**src/rtl/pc_fetch_unit_if.sv**
```systemverilog
// pc_fetch_unit_if: control, redirect, instruction-memory and IF/ID signals of the fetch stage.
interface pc_fetch_unit_if;
  logic [31:0] jump_target;
  logic        jump_en;
  logic        jump_reg_en;
  logic [31:0] reg_target;
  logic        branch_en;
  logic [31:0] branch_offset;
  logic        stall;
  logic        flush;
  logic [31:0] imem_addr;
  logic [31:0] imem_data;
  logic [31:0] pc;
  logic [31:0] ifid_instruction;
  logic [31:0] ifid_pc_plus4;
  logic        ifid_valid;
  logic [15:0] squash_count;
  modport master (
    output jump_target, jump_en, jump_reg_en, reg_target, branch_en, branch_offset,
           stall, flush, imem_data,
    input  imem_addr, pc, ifid_instruction, ifid_pc_plus4, ifid_valid, squash_count
  );
  modport slave (
    input  jump_target, jump_en, jump_reg_en, reg_target, branch_en, branch_offset,
           stall, flush, imem_data,
    output imem_addr, pc, ifid_instruction, ifid_pc_plus4, ifid_valid, squash_count
  );
endinterface

```
**src/rtl/pc_fetch_unit.sv**
```systemverilog
// pc_fetch_unit: program counter, next-PC selection and IF/ID register with bubble insertion.
module pc_fetch_unit #(
  parameter logic [31:0] RESET_PC = 32'h0000_0000,
  parameter logic [31:0] NOP_WORD = 32'h0000_0000
) (
  input logic         clk,
  input logic         rst,
  pc_fetch_unit_if.slave bus
);
  logic [31:0] pc, pc_plus4, next_pc, instr, ifid_pc4, jump_addr, branch_addr;
  logic [15:0] squash_count;
  logic        valid, take_jr, take_j, take_br, squash;
  // Redirects only come from a real instruction in ID; a bubble's enables are stale.
  always_comb begin
    pc_plus4    = pc + 32'd4;
    jump_addr   = (ifid_pc4 & 32'hF000_0000) | (bus.jump_target & 32'h0FFF_FFFF);
    branch_addr = ifid_pc4 + (bus.branch_offset << 2);
    take_jr     = valid & bus.jump_reg_en;
    take_j      = valid & bus.jump_en;
    take_br     = valid & bus.branch_en;
    squash      = take_jr | take_j | take_br | bus.flush;
    next_pc     = take_jr ? bus.reg_target :
                  take_j  ? jump_addr      :
                  take_br ? branch_addr    : pc_plus4;
  end
  always_ff @(posedge clk or posedge rst) begin
    if (rst) begin
      pc           <= RESET_PC;
      instr        <= NOP_WORD;
      ifid_pc4     <= 32'd0;
      valid        <= 1'b0;
      squash_count <= 16'd0;
    end else if (!bus.stall) begin
      pc           <= next_pc;
      instr        <= squash ? NOP_WORD : bus.imem_data;
      ifid_pc4     <= squash ? 32'd0 : pc_plus4;
      valid        <= !squash;
      squash_count <= (squash && squash_count != 16'hFFFF) ? squash_count + 16'd1 : squash_count;
    end
  end
  assign bus.imem_addr        = pc;
  assign bus.pc               = pc;
  assign bus.ifid_instruction = instr;
  assign bus.ifid_pc_plus4    = ifid_pc4;
  assign bus.ifid_valid       = valid;
  assign bus.squash_count     = squash_count;
endmodule

```
**src/flat_wrapper.sv**
```systemverilog
// flat-port wrapper written by rule: the top's interface ports become plain ports
module pc_fetch_unit_flat 
#(
  parameter logic [31:0] RESET_PC = 32'h0000_0000,
  parameter logic [31:0] NOP_WORD = 32'h0000_0000
)
  (clk, rst, bus_jump_target, bus_jump_en, bus_jump_reg_en, bus_reg_target, bus_branch_en, bus_branch_offset, bus_stall, bus_flush, bus_imem_data, bus_imem_addr, bus_pc, bus_ifid_instruction, bus_ifid_pc_plus4, bus_ifid_valid, bus_squash_count);
  pc_fetch_unit_if bus_i ();
  input logic clk;
  input logic rst;
  input wire logic [$bits(bus_i.jump_target)-1:0] bus_jump_target;
  input wire logic [$bits(bus_i.jump_en)-1:0] bus_jump_en;
  input wire logic [$bits(bus_i.jump_reg_en)-1:0] bus_jump_reg_en;
  input wire logic [$bits(bus_i.reg_target)-1:0] bus_reg_target;
  input wire logic [$bits(bus_i.branch_en)-1:0] bus_branch_en;
  input wire logic [$bits(bus_i.branch_offset)-1:0] bus_branch_offset;
  input wire logic [$bits(bus_i.stall)-1:0] bus_stall;
  input wire logic [$bits(bus_i.flush)-1:0] bus_flush;
  input wire logic [$bits(bus_i.imem_data)-1:0] bus_imem_data;
  output wire logic [$bits(bus_i.imem_addr)-1:0] bus_imem_addr;
  output wire logic [$bits(bus_i.pc)-1:0] bus_pc;
  output wire logic [$bits(bus_i.ifid_instruction)-1:0] bus_ifid_instruction;
  output wire logic [$bits(bus_i.ifid_pc_plus4)-1:0] bus_ifid_pc_plus4;
  output wire logic [$bits(bus_i.ifid_valid)-1:0] bus_ifid_valid;
  output wire logic [$bits(bus_i.squash_count)-1:0] bus_squash_count;
  assign bus_i.jump_target = bus_jump_target;
  assign bus_i.jump_en = bus_jump_en;
  assign bus_i.jump_reg_en = bus_jump_reg_en;
  assign bus_i.reg_target = bus_reg_target;
  assign bus_i.branch_en = bus_branch_en;
  assign bus_i.branch_offset = bus_branch_offset;
  assign bus_i.stall = bus_stall;
  assign bus_i.flush = bus_flush;
  assign bus_i.imem_data = bus_imem_data;
  assign bus_imem_addr = bus_i.imem_addr;
  assign bus_pc = bus_i.pc;
  assign bus_ifid_instruction = bus_i.ifid_instruction;
  assign bus_ifid_pc_plus4 = bus_i.ifid_pc_plus4;
  assign bus_ifid_valid = bus_i.ifid_valid;
  assign bus_squash_count = bus_i.squash_count;
  pc_fetch_unit #(.RESET_PC(RESET_PC), .NOP_WORD(NOP_WORD)) u_core (.clk(clk), .rst(rst), .bus(bus_i));
endmodule
```
**config.mk**
```make
export PLATFORM = sky130hd
export DESIGN_NAME = pc_fetch_unit_flat
export DESIGN_NICKNAME = d
export VERILOG_FILES = /design/src/rtl/pc_fetch_unit_if.sv /design/src/rtl/pc_fetch_unit.sv /design/src/flat_wrapper.sv
export SDC_FILE = /design/constraint.sdc
export NUM_CORES = 1
export LEC_CHECK = 0
export ABC_AREA = 1
export BUFFER_PORTS_ARGS = -buffer_cell sky130_fd_sc_hd__buf_2
export CAP_MARGIN = 20
export CELL_PAD_IN_SITES_DETAIL_PLACEMENT = 0
export CELL_PAD_IN_SITES_GLOBAL_PLACEMENT = 1
export CORE_MARGIN = 2
export CORE_UTILIZATION = 35
export DETAILED_ROUTE_END_ITERATION = 16
export PLACE_DENSITY = 0.88
export RECOVER_POWER = 100
export SETUP_SLACK_MARGIN = 0.05
export SLEW_MARGIN = 5
export SYNTH_ARGS = -nofsm -noshare
export SYNTH_HDL_FRONTEND = slang
export SYNTH_SLANG_ARGS = --single-unit
```
**constraint.sdc**
```tcl
create_clock -name clk -period 4.7 [get_ports clk]
set_input_delay 0 -clock clk [delete_from_list [all_inputs] [get_ports clk]]
set_output_delay 0 -clock clk [all_outputs]
set_load 0.01 [all_outputs]
```
# After elaboration in Yosys (flattened, before gate mapping)
# Index checks and enable logic that the tools add are counted.
totals:
  register_bits: 113
  inputBits: 135
  out_inout_bits: 145
  wordCells: 25
classes:
  addsub: 3
  eq_ne: 1
  muxes: 5
  bitwise: 8
  reduce_logical: 3
op_table:
  columns: ["operator", "count"]
  rows:
  - ["two-way mux 32 bit", 5]
  - ["adder 32 x 3 -> 32 bit (second input constant)", 1]
  - ["adder 32 bit", 1]
  - ["OR 32 x 28 -> 32 bit", 1]
  - ["adder 16 x 1 -> 16 bit (second input constant)", 1]
  - ["!= test 16 bit (second input constant)", 1]
  - ["bitwise AND 1 bit", 3]
  - ["OR 1 bit", 3]
  - ["AND reduction 2 bit", 1]
  - ["logical AND 1 bit", 1]
  - ["zero test 1 bit", 1]
  - ["inverter 1 bit", 1]

# Depth between registers and ports, before layout
logic_depth:
  depth_word: 6
  ltp_mapped: 16
  ltp_nobuf: 16

# Worst setup path before layout
# OpenSTA, ideal clock, no wires.
synth_path:
  path_type: "register to register"
  start: "register u_core.ifid_pc4[2] (netlist: u_core.bus.ifid_pc_plus4[2])"
  end: "register u_core.pc[16] (netlist: u_core.bus.imem_addr[16])"
  setup_time_ns: 0.117
  t_arrival_ns: 1.973
  required_time_ns: 4.583
  setup_slack_ns: 2.610
  path_stages_with_launch: 14
  path_buffers: 0
  period_less_slack_ns: 2.090
  path_cell_list: "dfrtp_1 ha_1 fa_1 nand3_1 nand2_1 nand2_1 a21oi_1 or2_2 xnor2_1 nand2_1 nand2_1 nand2_1 nand2_1 nand2_1"
synth_between:
  elab_chain_len: 4
synth_rtl:
  columns: ["item", "line_no", "rtl"]
  rows:
  - ["start, declared", "pc_fetch_unit.sv:10", "logic [31:0] pc, pc_plus4, next_pc, instr, ifid_pc4, jump_addr, branch_addr;"]
  - ["start signal, assigned", "pc_fetch_unit.sv:36", "ifid_pc4 <= squash ? 32'd0 : pc_plus4;"]
  - ["adder 32 bit", "pc_fetch_unit.sv:17", "branch_addr = ifid_pc4 + (bus.branch_offset << 2);"]
  - ["two-way mux 32 bit", "pc_fetch_unit.sv:24", "take_br ? branch_addr : pc_plus4;"]
  - ["two-way mux 32 bit", "pc_fetch_unit.sv:23", "take_j ? jump_addr :"]
  - ["two-way mux 32 bit", "pc_fetch_unit.sv:22", "next_pc = take_jr ? bus.reg_target :"]
  - ["end signal, assigned", "pc_fetch_unit.sv:34", "pc <= next_pc;"]
  - ["end, declared", "pc_fetch_unit.sv:10", null]
# No other way between the ends.
# A chain may end at the register's enable or synchronous reset.

# Worst setup path in the final report
# Ends and elaborated chain as after synthesis.

==> flow_summary.toml <==
[placed_design]
dp_slack_ps = 2190
dp_hpwl_mm = 23.2
place_inst = 1791
portBuffers = 273
place.gp.congestion = 0.926

[outcome]
violations = "capacitance limit, slew limit"
status = "finished with violations"

[setup_path]
arrival_ps = 3940
crit_fanout = 4
critPathKind = "reg2reg"
cp-end-kind = "register"
r2r_setup_slack_ps = 1070
required_ps = 5010
critPathLaunchType = "register"

[power]
intPower_mw = 2.49
combPwrFrac_pct = 36.6
vdd_drop_max_v = 0.000254
pwr-share-seq_pct = 32.9
swShare_pct = 41.6
pwr-share-clk_pct = 30.5
p_leak_nw = 5.87
power_density_mw_per_mm2 = 377
p_switching_mw = 1.78

[grt]
antenna_found_initial = 2
gr-usage-met2_pct = 39.8
grt_pass1_vias = 9023
grt_start_max_net_pins = 80
use_met3_pct = 3.82
grt.busiest_layer = "met2"
grt_usage_pct = 24.0
grt_overflow = 0
grt_use_met1_pct = 32.5
grt_pass1_wl_mm = 48.5

[logic_synthesis]
synthesis.nets = 1426
synthFlopType = "dfrtp_1"
async_flop_share_pct = 100
synth_cell_type_count = 43
netlist_area_mm2 = 0.00858
ys_seq_area_share_pct = 33.0
ys_seq_elements = 113
netlist_top_cells_area = "dfrtp_1, nand2_1, inv_1"
synthCells = 1259
ys_top_cells_by_count = "nand2_1, inv_1, nor2_1"
yosys.area.top_type = "dfrtp_1"
yosysMostFrequentCell = "nand2_1"
synth_top_cell_area_share_pct = 33.0
yosys_warnings = 0
synth_area_per_cell_um2 = 6.81
synth_edf_count = 0

[drt]
drt_iter0_drc = 576
drt_wl_total_mm = 30.9
drt.antenna.violating_nets = 0
avgRoutedWirePerCell_um = 16.1
num_vias = 9363
drc_errors = 0
drtPass1Iterations = 5
via_per_inst = 4.88

[die]
start_util_pct = 35.5
die_h_um = 161
die-area_mm2 = 0.0258
boundaryPins = 280
std_cell_rows = 57
die_x_um = 161
coreArea_mm2 = 0.0242

[clocking]
ctsLongestPathBuffers = 2
clk_latency_ps = 420
htree_num_levels = 4
cts_root_buf = "clkbuf_16"
cts_setup_buffers = 0
cts.sinks = 113
cts_tree = "done"
numCtsBuffers = 17
cts.reportedPaths.clkPinSlew_ps = 70

[timing]
worstMarginPinSlew_ps = 1940
slew_headroom_pct = -29.9
rsz0062_at_grt = "no"
setup_viol = 0
setup_tns_ps = 0
fin_ws_ps = 1070
period_minus_slack_ps = 3630
hold_violations = 0
skew_ps = 12.0
fmax_ghz = 0.275
min_period_over_period_pct = 77.3
hold_slack_ps = 13.8
finalMaxSlewViolations = 101

[finish]
post-route-util_pct = 46.8
layoutNonFillerInstCount = 1917
ff_latch_area_mm2 = 0.00283
multiInputGateArea_mm2 = 0.00471
finish.net_count = 1745
fill_cells = 2596
syn_to_final_growth_pct = 31.8
final_layout_size_suffix_gt1_share_pct = 12.8

[job]
cap_violations = 3

[min_path]
min_path_type = "in2reg"
-- final cells by class --
cell class              instances  area share [%]
repair buffers                371            19.2
clock inverters                15            1.43
multi-input cells             916            41.7
diodes                          2          0.0443
inverters                     159            5.29
clock buffers                  17            3.76
flip-flops and latches        113            25.0
well taps                     324            3.59
-- path summary, 6_finish.rpt --
| check | from | end | depth (start not counted) |
|---|---|---|---|
| worst max-delay path | u_core.bus.ifid_pc_plus4[2] | u_core.bus.imem_addr[16] | 15 |
| worst min-delay path | bus_jump_target[17] | u_core.bus.imem_addr[17] | 5 |
| worst max register to register | u_core.bus.ifid_pc_plus4[2] | u_core.bus.imem_addr[16] | 15 |
| worst min register to register | u_core.bus.ifid_instruction[22] | u_core.bus.ifid_instruction[22] | 1 |
| max in group asynchronous | rst | u_core.bus.ifid_pc_plus4[19] | 5 |
| min in group asynchronous | rst | u_core.bus.ifid_instruction[19] | 3 |
-- cell families after synthesis --
group | after synthesis | share of synthesized area (%)
compound gates | 169 | 13.1
xor+xnor | 39 | 3.98
fa+ha+maj | 32 | 4.76
buf+inv | 230 | 11.7
flops | 113 | 33.0
simple gates | 676 | 33.5
-- flip-flops by register name, indices dropped and copies added, names as in the netlist --
signal                       cells
u_core.bus.ifid_instruction     32
u_core.bus.ifid_pc_plus4        32
u_core.bus.imem_addr            32
u_core.bus.squash_count         16
u_core.bus.ifid_valid            1
-- stage by stage --
step / area [um^2] / power [mW]
detailed placement: 9990 / 2.91
floorplan: 8580 / 2.39
CTS: 11500 / 4.33
global route: 11300 / 4.55
finish: 11300 / 4.26
global placement: 9990 / 2.89
-- layout by cell type, fill, tap and decap left out, drive strengths merged, types with 3 or more instances in the layout --
cell type / instances
a21o: 10
a21oi: 39
a22o: 45
buf: 133
clkbuf: 165
clkinv: 3
dfrtp: 113
dlygate4sd3: 90
ha: 31
inv: 168
nand2: 408
nand3: 79
nand3b: 5
nand4: 18
nor2: 141
nor3: 19
o211ai: 9
o21ai: 43
o21bai: 13
o31ai: 3
or2: 4
xnor2: 12
xor2: 27
-- critical path, stage by stage (launching register included) --
cell,delay (ps)
dfrtp_1,400
ha_1,240
fa_1,420
nand3_1,110
nand2_1,140
nand2_1,110
a21oi_1,80
or2_2,280
xnor2_1,220
nand2_1,90
nand2_1,180
nand2_1,70
nand2_1,50
dlygate4sd3_1,540
nand2_1,40
dlygate4sd3_1,540
-- routing by layer --
layer  vias to the layer above  wire, um
li1                       4661         -
met1                      4364     14000
met2                       302     14400
met3                        36      1870
met4                         0       546
met5                         -         0
-- timing repair --
action,CTS,global route
gates resized for setup,0,0
hold buffers,90,0
hold endpoints to repair,142,0
-- power by group through the flow --
stage               logic [mW]  registers, mW  clock network, mW
detailed placement        1.50           1.41                  0
global placement          1.49           1.41                  0
finish                    1.56           1.40               1.30
global route              1.75           1.43               1.37
CTS                       1.61           1.39               1.32
floorplan                0.989           1.40                  0
Note: power is estimated with default switching activity, not from simulation.
